File: src/rtl/pipe_stage_skid_pkg.sv
// Shared pipeline-stage definitions: state encoding, payload widths, field offsets.
// Used by pipe_stage_skid and the stages that pack/unpack its payload.
package pipe_stage_skid_pkg;

  typedef enum logic [1:0] {
    PIPE_EMPTY = 2'd0,
    PIPE_BUSY  = 2'd1,
    PIPE_FULL  = 2'd2
  } pipe_state_e;

  localparam int XLEN     = 64;
  localparam int INST_W   = 32;
  localparam int REG_W    = 5;
  localparam int LSTYPE_W = 3;
  localparam int CSR_W    = 12;

  // EX/LS fields, packed LSB first
  localparam int EXLS_CSR_OFF    = 0;
  localparam int EXLS_LSTYPE_OFF = EXLS_CSR_OFF + CSR_W;
  localparam int EXLS_LSV_OFF    = EXLS_LSTYPE_OFF + LSTYPE_W;
  localparam int EXLS_SDATA_OFF  = EXLS_LSV_OFF + 1;
  localparam int EXLS_MADDR_OFF  = EXLS_SDATA_OFF + XLEN;
  localparam int EXLS_WDATA_OFF  = EXLS_MADDR_OFF + XLEN;
  localparam int EXLS_WADDR_OFF  = EXLS_WDATA_OFF + XLEN;
  localparam int EXLS_WE_OFF     = EXLS_WADDR_OFF + REG_W;
  localparam int EXLS_PC_OFF     = EXLS_WE_OFF + 1;
  localparam int EXLS_INST_OFF   = EXLS_PC_OFF + XLEN;

  localparam int IFID_W = INST_W + XLEN;
  localparam int IDEX_W = INST_W + XLEN + 3 * XLEN + REG_W + 1;
  localparam int EXLS_W = EXLS_INST_OFF + INST_W;
  localparam int LSWB_W = INST_W + XLEN + 1 + REG_W + XLEN;

  typedef struct packed {
    logic [INST_W-1:0]   inst;
    logic [XLEN-1:0]     pc;
    logic                we;
    logic [REG_W-1:0]    waddr;
    logic [XLEN-1:0]     wdata;
    logic [XLEN-1:0]     maddr;
    logic [XLEN-1:0]     sdata;
    logic                lsvalid;
    logic [LSTYPE_W-1:0] lstype;
    logic [CSR_W-1:0]    csr;
  } ex_ls_t;

  function automatic logic [1:0] occ_of(pipe_state_e s);
    unique case (s)
      PIPE_BUSY: occ_of = 2'd1;
      PIPE_FULL: occ_of = 2'd2;
      default:   occ_of = 2'd0;
    endcase
  endfunction

endpackage

File: src/rtl/pipe_stage_skid.sv
// Valid/ready pipeline register with a 2-entry skid buffer and flush.
// PIPE_BUBBLE_ZERO_EN: zero slots as they empty so bubbles read RESET_VAL.
module pipe_stage_skid
  import pipe_stage_skid_pkg::*;
#(
  parameter int                DATA_W    = 64,
  parameter logic [DATA_W-1:0] RESET_VAL = '0
) (
  input  logic              clk,
  input  logic              rst_n,
  input  logic              in_valid_i,
  input  logic [DATA_W-1:0] in_data_i,
  output logic              in_ready_o,
  output logic              out_valid_o,
  output logic [DATA_W-1:0] out_data_o,
  input  logic              out_ready_i,
  input  logic              flush_i,
  output logic [1:0]        occupancy_o
);

  pipe_state_e       state_q, state_d;
  logic [DATA_W-1:0] main_q, main_d;
  logic [DATA_W-1:0] skid_q, skid_d;
  logic              in_ready_q;
  logic              out_valid_q;
  logic [1:0]        occ_q;
  logic              in_fire;
  logic              out_fire;

  assign in_fire  = in_valid_i & in_ready_q;
  assign out_fire = out_valid_q & out_ready_i;

  always_comb begin
    state_d = state_q;
    main_d  = main_q;
    skid_d  = skid_q;
    unique case (state_q)
      PIPE_EMPTY: begin
        if (in_fire) begin
          state_d = PIPE_BUSY;
          main_d  = in_data_i;
        end
      end
      PIPE_BUSY: begin
        if (in_fire && out_fire) begin
          main_d = in_data_i;
        end else if (in_fire) begin
          state_d = PIPE_FULL;
          skid_d  = in_data_i;
        end else if (out_fire) begin
          state_d = PIPE_EMPTY;
`ifdef PIPE_BUBBLE_ZERO_EN
          main_d  = RESET_VAL;
`else
          main_d  = main_q;
`endif
        end
      end
      PIPE_FULL: begin
        if (out_fire) begin
          state_d = PIPE_BUSY;
          main_d  = skid_q;
`ifdef PIPE_BUBBLE_ZERO_EN
          skid_d  = RESET_VAL;
`else
          skid_d  = skid_q;
`endif
        end
      end
      default: begin
        state_d = PIPE_EMPTY;
      end
    endcase
    // flush wins over any same-cycle accept
    if (flush_i) begin
      state_d = PIPE_EMPTY;
      main_d  = RESET_VAL;
      skid_d  = RESET_VAL;
    end
  end

  always_ff @(posedge clk or negedge rst_n) begin
    if (!rst_n) begin
      state_q     <= PIPE_EMPTY;
      main_q      <= RESET_VAL;
      skid_q      <= RESET_VAL;
      in_ready_q  <= 1'b1;
      out_valid_q <= 1'b0;
      occ_q       <= 2'd0;
    end else begin
      state_q     <= state_d;
      main_q      <= main_d;
      skid_q      <= skid_d;
      in_ready_q  <= (state_d != PIPE_FULL);
      out_valid_q <= (state_d != PIPE_EMPTY);
      occ_q       <= occ_of(state_d);
    end
  end

  assign in_ready_o  = in_ready_q;
  assign out_valid_o = out_valid_q;
  assign out_data_o  = main_q;
  assign occupancy_o = occ_q;

endmodule

File: config.mk
export PLATFORM = sky130hd
export DESIGN_NAME = pipe_stage_skid
export DESIGN_NICKNAME = d
export VERILOG_FILES = /design/src/rtl/pipe_stage_skid_pkg.sv /design/src/rtl/pipe_stage_skid.sv
export SDC_FILE = /design/constraint.sdc
export NUM_CORES = 1
export LEC_CHECK = 0
export ABC_CLOCK_PERIOD_IN_PS = 1900
export BUFFER_PORTS_ARGS = -buffer_cell sky130_fd_sc_hd__buf_4
export CORE_UTILIZATION = 30
export DETAILED_ROUTE_END_ITERATION = 10
export PLACE_DENSITY_LB_ADDON = 0.3
export REMOVE_ABC_BUFFERS = 1
export SLEW_MARGIN = 20
export SYNTH_ARGS = -nofsm -noshare
export SYNTH_HDL_FRONTEND = slang
export SYNTH_SLANG_ARGS = --single-unit
File: constraint.sdc
create_clock -name clk -period 1.9 [get_ports clk]
set_input_delay 0.19 -clock clk [delete_from_list [all_inputs] [get_ports clk]]
set_output_delay 0.19 -clock clk [all_outputs]
set_load 0.01 [all_outputs]
==> results of run 1 <==
registers in the layout, indices dropped and copies added, names as in the netlist:
| signal | cells |
|---|---|
| out_data_o | 64 |
| skid_q | 64 |
| occupancy_o | 2 |
| state_q | 2 |
| in_ready_o | 1 |
| out_valid_o | 1 |
worst min-delay path: cells and delay by family:
family / cells / cell delay (ps)
simple gates: 1 / 50
buf+inv: 1 / 110
compound gates: 1 / 50
kinds of logic after synthesis:
kind of cell	synth area share (%)
simple gates	8.67
mux	9.63
xor+xnor	0.132
flops	50.4
buf+inv	5.60
compound gates	24.7
fa+ha+maj	0.903
power breakdown:
group          internal [mW]  total (mW)  switching, mW
Clock                   1.84        3.06           1.21
Sequential              3.27        3.57          0.300
Combinational           1.46        3.19           1.73
Total                   6.57        9.82           3.24
how the worst min path moves through the flow:
| stage | slack, ps | end | depth (start not counted) | start |
|---|---|---|---|---|
| 3_3_place_gp | 180 | out_data_o[45]$_DFFE_PN0P_ | 1 | rst_n |
| 4_1_cts | 2 | skid_q[27]$_DFFE_PN0P_ | 3 | in_data_i[27] |
| 3_5_place_dp | 180 | out_data_o[45]$_DFFE_PN0P_ | 1 | rst_n |
| 5_1_grt | 6 | skid_q[37]$_DFFE_PN0P_ | 3 | in_data_i[37] |
| 6_report | 20 | skid_q[15]$_DFFE_PN0P_ | 3 | in_data_i[15] |
| 2_1_floorplan | -110 | occupancy_o[0]$_DFF_PN0_ | 0 | rst_n |
timing repair:
action	CTS	global route
buffers inserted	0	2
resized for setup	0	1
setup endpoints to repair	0	50
endpoints found under the hold margin	46	0
hold buffers	2	0
metal layers:
metal | vias up | wire [um]
met5 | - | 0
met4 | 0 | 107
met3 | 10 | 869
met2 | 106 | 8410
met1 | 2443 | 8050
li1 | 2393 | -
per-stage QoR:
stage                     hold WS, ps  total power, mW  TNS, ps  instance area, sq um  instances
after floorplan                  -106             5.31  -381110                  6290        552
after global placement            184             6.74        0                  8080        993
after detailed placement          182             6.78        0                  8080        993
after CTS                        1.50             9.91        0                  8640       1025
after global routing             6.09             10.4        0                  8690       1028
final                            22.3             9.82        0                  8690       1028
layout by cell type (no fill, tap or decap), types with 2 or more instances in the layout:
cell type	count
nand2_1	131
clkbuf_1	2
clkinv_2	4
nand3_1	3
dlygate4sd3_1	2
clkinvlp_4	4
a21oi_2	40
dfrtp_1	133
buf_12	16
a211oi_2	60
a211oi_1	4
mux2i_1	64
buf_4	146
nor2_1	4
clkbuf_16	18
ha_1	2
inv_1	2
clkbuf_8	2
and2_1	3
a21oi_1	88
layout make-up:
type	count	area [sq um]	area share (%)
Clock buffer	21	460	5.30
Clock inverter	9	80.1	0.922
Inverter	2	7.51	0.0864
Multi-Input combinational cell	416	2960	34.1
Sequential cell	134	3350	38.6
Tap cell	280	350	4.03
Timing Repair Buffer	166	1470	17.0
==> results.tsv, run 1 <==
metric	value	unit
status	finished, final reports clean	
LEAKAGE	3.59	nW
CTS root buf	clkbuf_16	
met3 Usage GRT	4.52	%
capturing point of the worst reg2reg path	out_data_o[18]$_DFFE_PN0P_	
Worst Tran Pin Value	503	ps
DRT Pass-1 Iters	5	
nets	810	
Final Hold Viols	0	
Worst R2R Start	state_q[1]$_DFF_PN0_	
critical path endpoint category	flop	
Total Wirelength	17.4	mm
1st-iter DRT viols	217	
Setup-failing EPs final	0	
Most used DFF post-synth	dfrtp_1	
fin. max-slew vios	0	
ant diodes	0	
total routing usage reported by global routing	15.8	%
num rows	54	
Avg WL per Cell	17.0	um
Synth area leader	dfrtp_1	
WP buf/inv	2	
CP startpoint kind	flop	
Worst Slack Setup Final	137	ps
Mapped Avg Cell Area	11.0	sq um
MaxCap Viol Count	0	
die width	151	um
Critical Path Stages	7	
routing usage on met1	20.7	%
Reg2Reg Depth	7	
I/O pin cnt	137	
top-area cell type share of the netlist area	50.0	%
Slew Limit Headroom	66.5	%
highest clock rate	567	MHz
pwr/cell area	1130	nW/um^2
Clock Skew	6.20	ps
DR vias	4952	
slowest CP cell	dfrtp_1	
most frequent cell after synthesis	dfrtp_1	
top cells by count, synth	dfrtp_1, nand2_1, a21oi_1	
Area Growth Syn to Fin	30.6	%
post-route ant nets	0	
die height	151	um
RSZ-0062 raised after global routing	false	
GPL Wtd Cong	0.682	
DRC	0	
Worst-path clk slew	60	ps
worst vdd ir	0.657	mV
clock buffer count from CTS	17	
Final Critical Period	1760	ps
crit path kind	reg2reg	
Critical Path AT	2080	ps
fraction of layout cells with a size suffix above 1	40.5	%
R2R setup slack	140	ps
worst-skew pair later-pin latency	410	ps
Die Area	22800	sq um
DP HPWL	10.6	mm
Avg Vias per Cell	4.82	
# H-tree levels	4	
Fillers	2125	
initial core utilization	30.6	%
worst hold path type	in2reg	
fin crit share	92.8	%
worst slack at placement	92.2	ps
Core Box Area	21800	sq um
EDFF count, synth	0	
Yosys cell types	29	
sequential-to-total area share from yosys stat	50.4	%
Crit path max-delay family	flip-flops	
pin count of the biggest net entering global routing	52	
GR Util met2	25.5	%
CP peak stage delay	410	ps
CTS sink count	134	
post-layout util	39.9	%
post-synthesis instance area	6650	sq um
gr busiest metal	met2	
initial antenna violation count	0	
Post-synth ARST share	100	%
yosys synthesis warning count	0	
worst-path fanout max	32	
Max Root-Sink Buffers	2	
CP startpoint	state_q[1]$_DFF_PN0_	
Synth area leaders	dfrtp_1, a211oi_2, mux2i_1	
critical path, cell by cell	inv_1, ha_2, nor2_1, a21oi_4, and2_4, buf_12, a211oi_1	
total grt overflow	0	
vias in the first global route	5101	
Worst Setup EP	out_data_o[18]$_DFFE_PN0P_	
CTS tree	done	
first-pass GRT wire length	27.6	mm
post-synthesis cell count	607	
synthesized flop and latch total	134	
WP data required	2220	ps
IO buf count	136	
Power figures use the tool's default switching activity.
==> inputs of run 2 (changes only) <==
ABC_AREA = 1   (was unset)
==> run 2 against run 1 <==
Flip-flop and latch count unchanged. Clock skew up 1.7 ps. Routed wire length grew 0.50%. Count of clock-buffer cells in the layout is 1 lower. Synthesized cell count rose by 31%. Largest power group unchanged. First-iteration DRC count increased by 37%. Largest cell class unchanged. Sequential share of layout area decreased by 1.4 points. Critical path type unchanged. Hold slack got worse by 4.7 ps.
==> results.tsv, run 2 <==
metric	value	unit	change
status	finished, final reports clean		
Final Critical Period	1720	ps	-47.6 ps
Worst Tran Pin Value	532	ps	+29.9 ps
fraction of layout cells with a size suffix above 1	20.4	%	-20 points
Yosys cell types	22		-24%
1st-iter DRT viols	297		+37%
nets	1046		+29%
DRT Pass-1 Iters	5		unchanged
Final Hold Viols	0		unchanged
Synth area leaders	dfrtp_1, nand2_1, nand3_1		
Critical Path AT	2060	ps	-20 ps
CP startpoint	state_q[1]$_DFF_PN0_		
synthesized flop and latch total	134		unchanged
setup TNS	0	ps	unchanged
initial antenna violation count	0		unchanged
initial core utilization	30.7	%	+0.075 points
EDFF count, synth	0		unchanged
first-pass GRT wire length	29.1	mm	+5.5%
CP startpoint kind	flop		
ant diodes	0		unchanged
GPL Wtd Cong	0.735		+7.7%
yosys synthesis warning count	0		unchanged
LEAKAGE	4.64	nW	+29%
crit path kind	reg2reg		
commonest non-fill, non-tap cell in the layout	nand2_1		
Avg WL per Cell	13.9	um	-18%
Post-CTS Setup Inserts	0		unchanged
total power	8.40	mW	-14%
Synth area leader	dfrtp_1		
die height	149	um	-1.6%
I/O pin cnt	137		unchanged
Hold Slack	17.6	ps	-4.74 ps
vias in the first global route	5685		+11%
highest clock rate	583	MHz	+2.8%
Layout Cells excl Fill	1261		+23%
pwr/cell area	933	nW/um^2	-17%
worst slack at placement	102	ps	+9.70 ps
most frequent cells in the layout	nand2_1, buf_4, dfrtp_1		
design area	9000	sq um	+3.6%
Slew Limit Headroom	64.5	%	-2.0 points
# H-tree levels	4		unchanged
total routing usage reported by global routing	16.9	%	+1.1 points
CTS sink count	134		unchanged
DP HPWL	10.7	mm	+0.95%
Clock Skew	7.88	ps	+1.68 ps
Max Root-Sink Buffers	2		unchanged
top-area cell type share of the netlist area	51.6	%	+1.6 points
most frequent cell after synthesis	nand2_1		
Avg Vias per Cell	4.62		-4.1%
Worst R2R Start	state_q[1]$_DFF_PN0_		
Mapped Avg Cell Area	8.11	sq um	-26%
top cells by count, synth	nand2_1, dfrtp_1, nand3_1		
DR vias	5823		+18%
critical path, cell by cell	inv_1, ha_2, nand3_4, nor2_4, buf_12, nand2_1, o21ai_0		
Worst Slack Setup Final	185	ps	+47.6 ps
IO buf count	136		unchanged
Post-synth ARST share	100	%	unchanged
WP data required	2240	ps	+20 ps
worst-path fanout max	36		+13%
pin count of the biggest net entering global routing	89		+71%
Area Growth Syn to Fin	39.7	%	
Die Area	22100	sq um	-3.1%
clock buffer count from CTS	17		unchanged
MaxCap Viol Count	0		unchanged
DRC	0		unchanged
die width	149	um	-1.6%
post-synthesis instance area	6440	sq um	-3.1%
CTS root buf	clkbuf_16		
post-layout util	42.8	%	+2.9 points
CTS tree	done		
fin. max-slew vios	0		unchanged
worst vdd ir	0.598	mV	-9.0%
Total Wirelength	17.5	mm	+0.50%
placed instance area	7780	sq um	-3.7%
Setup-failing EPs final	0		unchanged
post-synthesis cell count	795		+31%
post-route ant nets	0		unchanged
RSZ-0062 raised after global routing	false		
critical path endpoint category	flop		
placed cells	1166		+17%
Most used DFF post-synth	dfrtp_1		
worst-skew pair later-pin latency	420	ps	about the same
CP peak stage delay	440	ps	+30 ps
Worst-path clk slew	60	ps	about the same
slowest CP cell	dfrtp_1		
total grt overflow	0		unchanged
Hold Crit Start	in_data_i[60]		
fin crit share	90.3	%	-2.5 points
sequential-to-total area share from yosys stat	52.0	%	+1.6 points
worst hold path type	in2reg		
Core Box Area	21000	sq um	-3.4%
num rows	53		-1.9%
[run 2: cell type report]
type	instances	area, sq um
Sequential cell	134	3350
Tap cell	275	344
Inverter	74	280
Clock buffer	20	447
Timing Repair Buffer	222	1980
Fill cell	2099	12000
Clock inverter	12	130
Multi-Input combinational cell	524	2470
[run 2: metal layers]
layer	routed length, um	vias up	part of all wire (%)	global-route usage [%]
met3	833	24	4.8	3.44
met4	321	0	1.8	6.34
met5	0	-	0	0
met1	8370	2698	48	22.2
li1	-	2973	-	-
met2	7990	128	46	27.3
[run 2: worst max-delay path: cells and delay by family (launching register included)]
kind | cells | cell delay, ps
buffers and inverters | 2 | 350
adders and majority gates | 1 | 280
and+or+nand+nor | 3 | 470
DFF | 1 | 440
AOI/OAI and AO/OA | 1 | 70
[run 2: timing repair]
action / in CTS / in global routing
hold endpoints to repair: 109 / 0
gates resized for setup: 0 / 4
endpoints found under the setup margin: 0 / 45
hold buffers: 63 / 0
[run 2: power breakdown]
part | internal (mW) | switching (mW)
registers | 3.14 | 0.166
clock network | 1.96 | 1.28
logic | 0.791 | 1.06
total | 5.90 | 2.50
[run 2: final timing paths]
| check | to | slack (ps) | depth (start not counted) |
|---|---|---|---|
| max | skid_q[60]$_DFFE_PN0P_ | 180 | 7 |
| min | skid_q[60]$_DFFE_PN0P_ | 20 | 3 |
| max reg2reg | skid_q[60]$_DFFE_PN0P_ | 180 | 7 |
| min reg2reg | out_data_o[18]$_DFFE_PN0P_ | 500 | 2 |
| max in group asynchronous | out_data_o[54]$_DFFE_PN0P_ | 950 | 3 |
| min in group asynchronous | out_data_o[60]$_DFFE_PN0P_ | 310 | 2 |
[run 2: kinds of logic after synthesis]
group / share of synthesized area (%)
fa+ha+maj: 0.777
compound gates: 7.51
buf+inv: 10.0
flops: 52.0
simple gates: 29.6
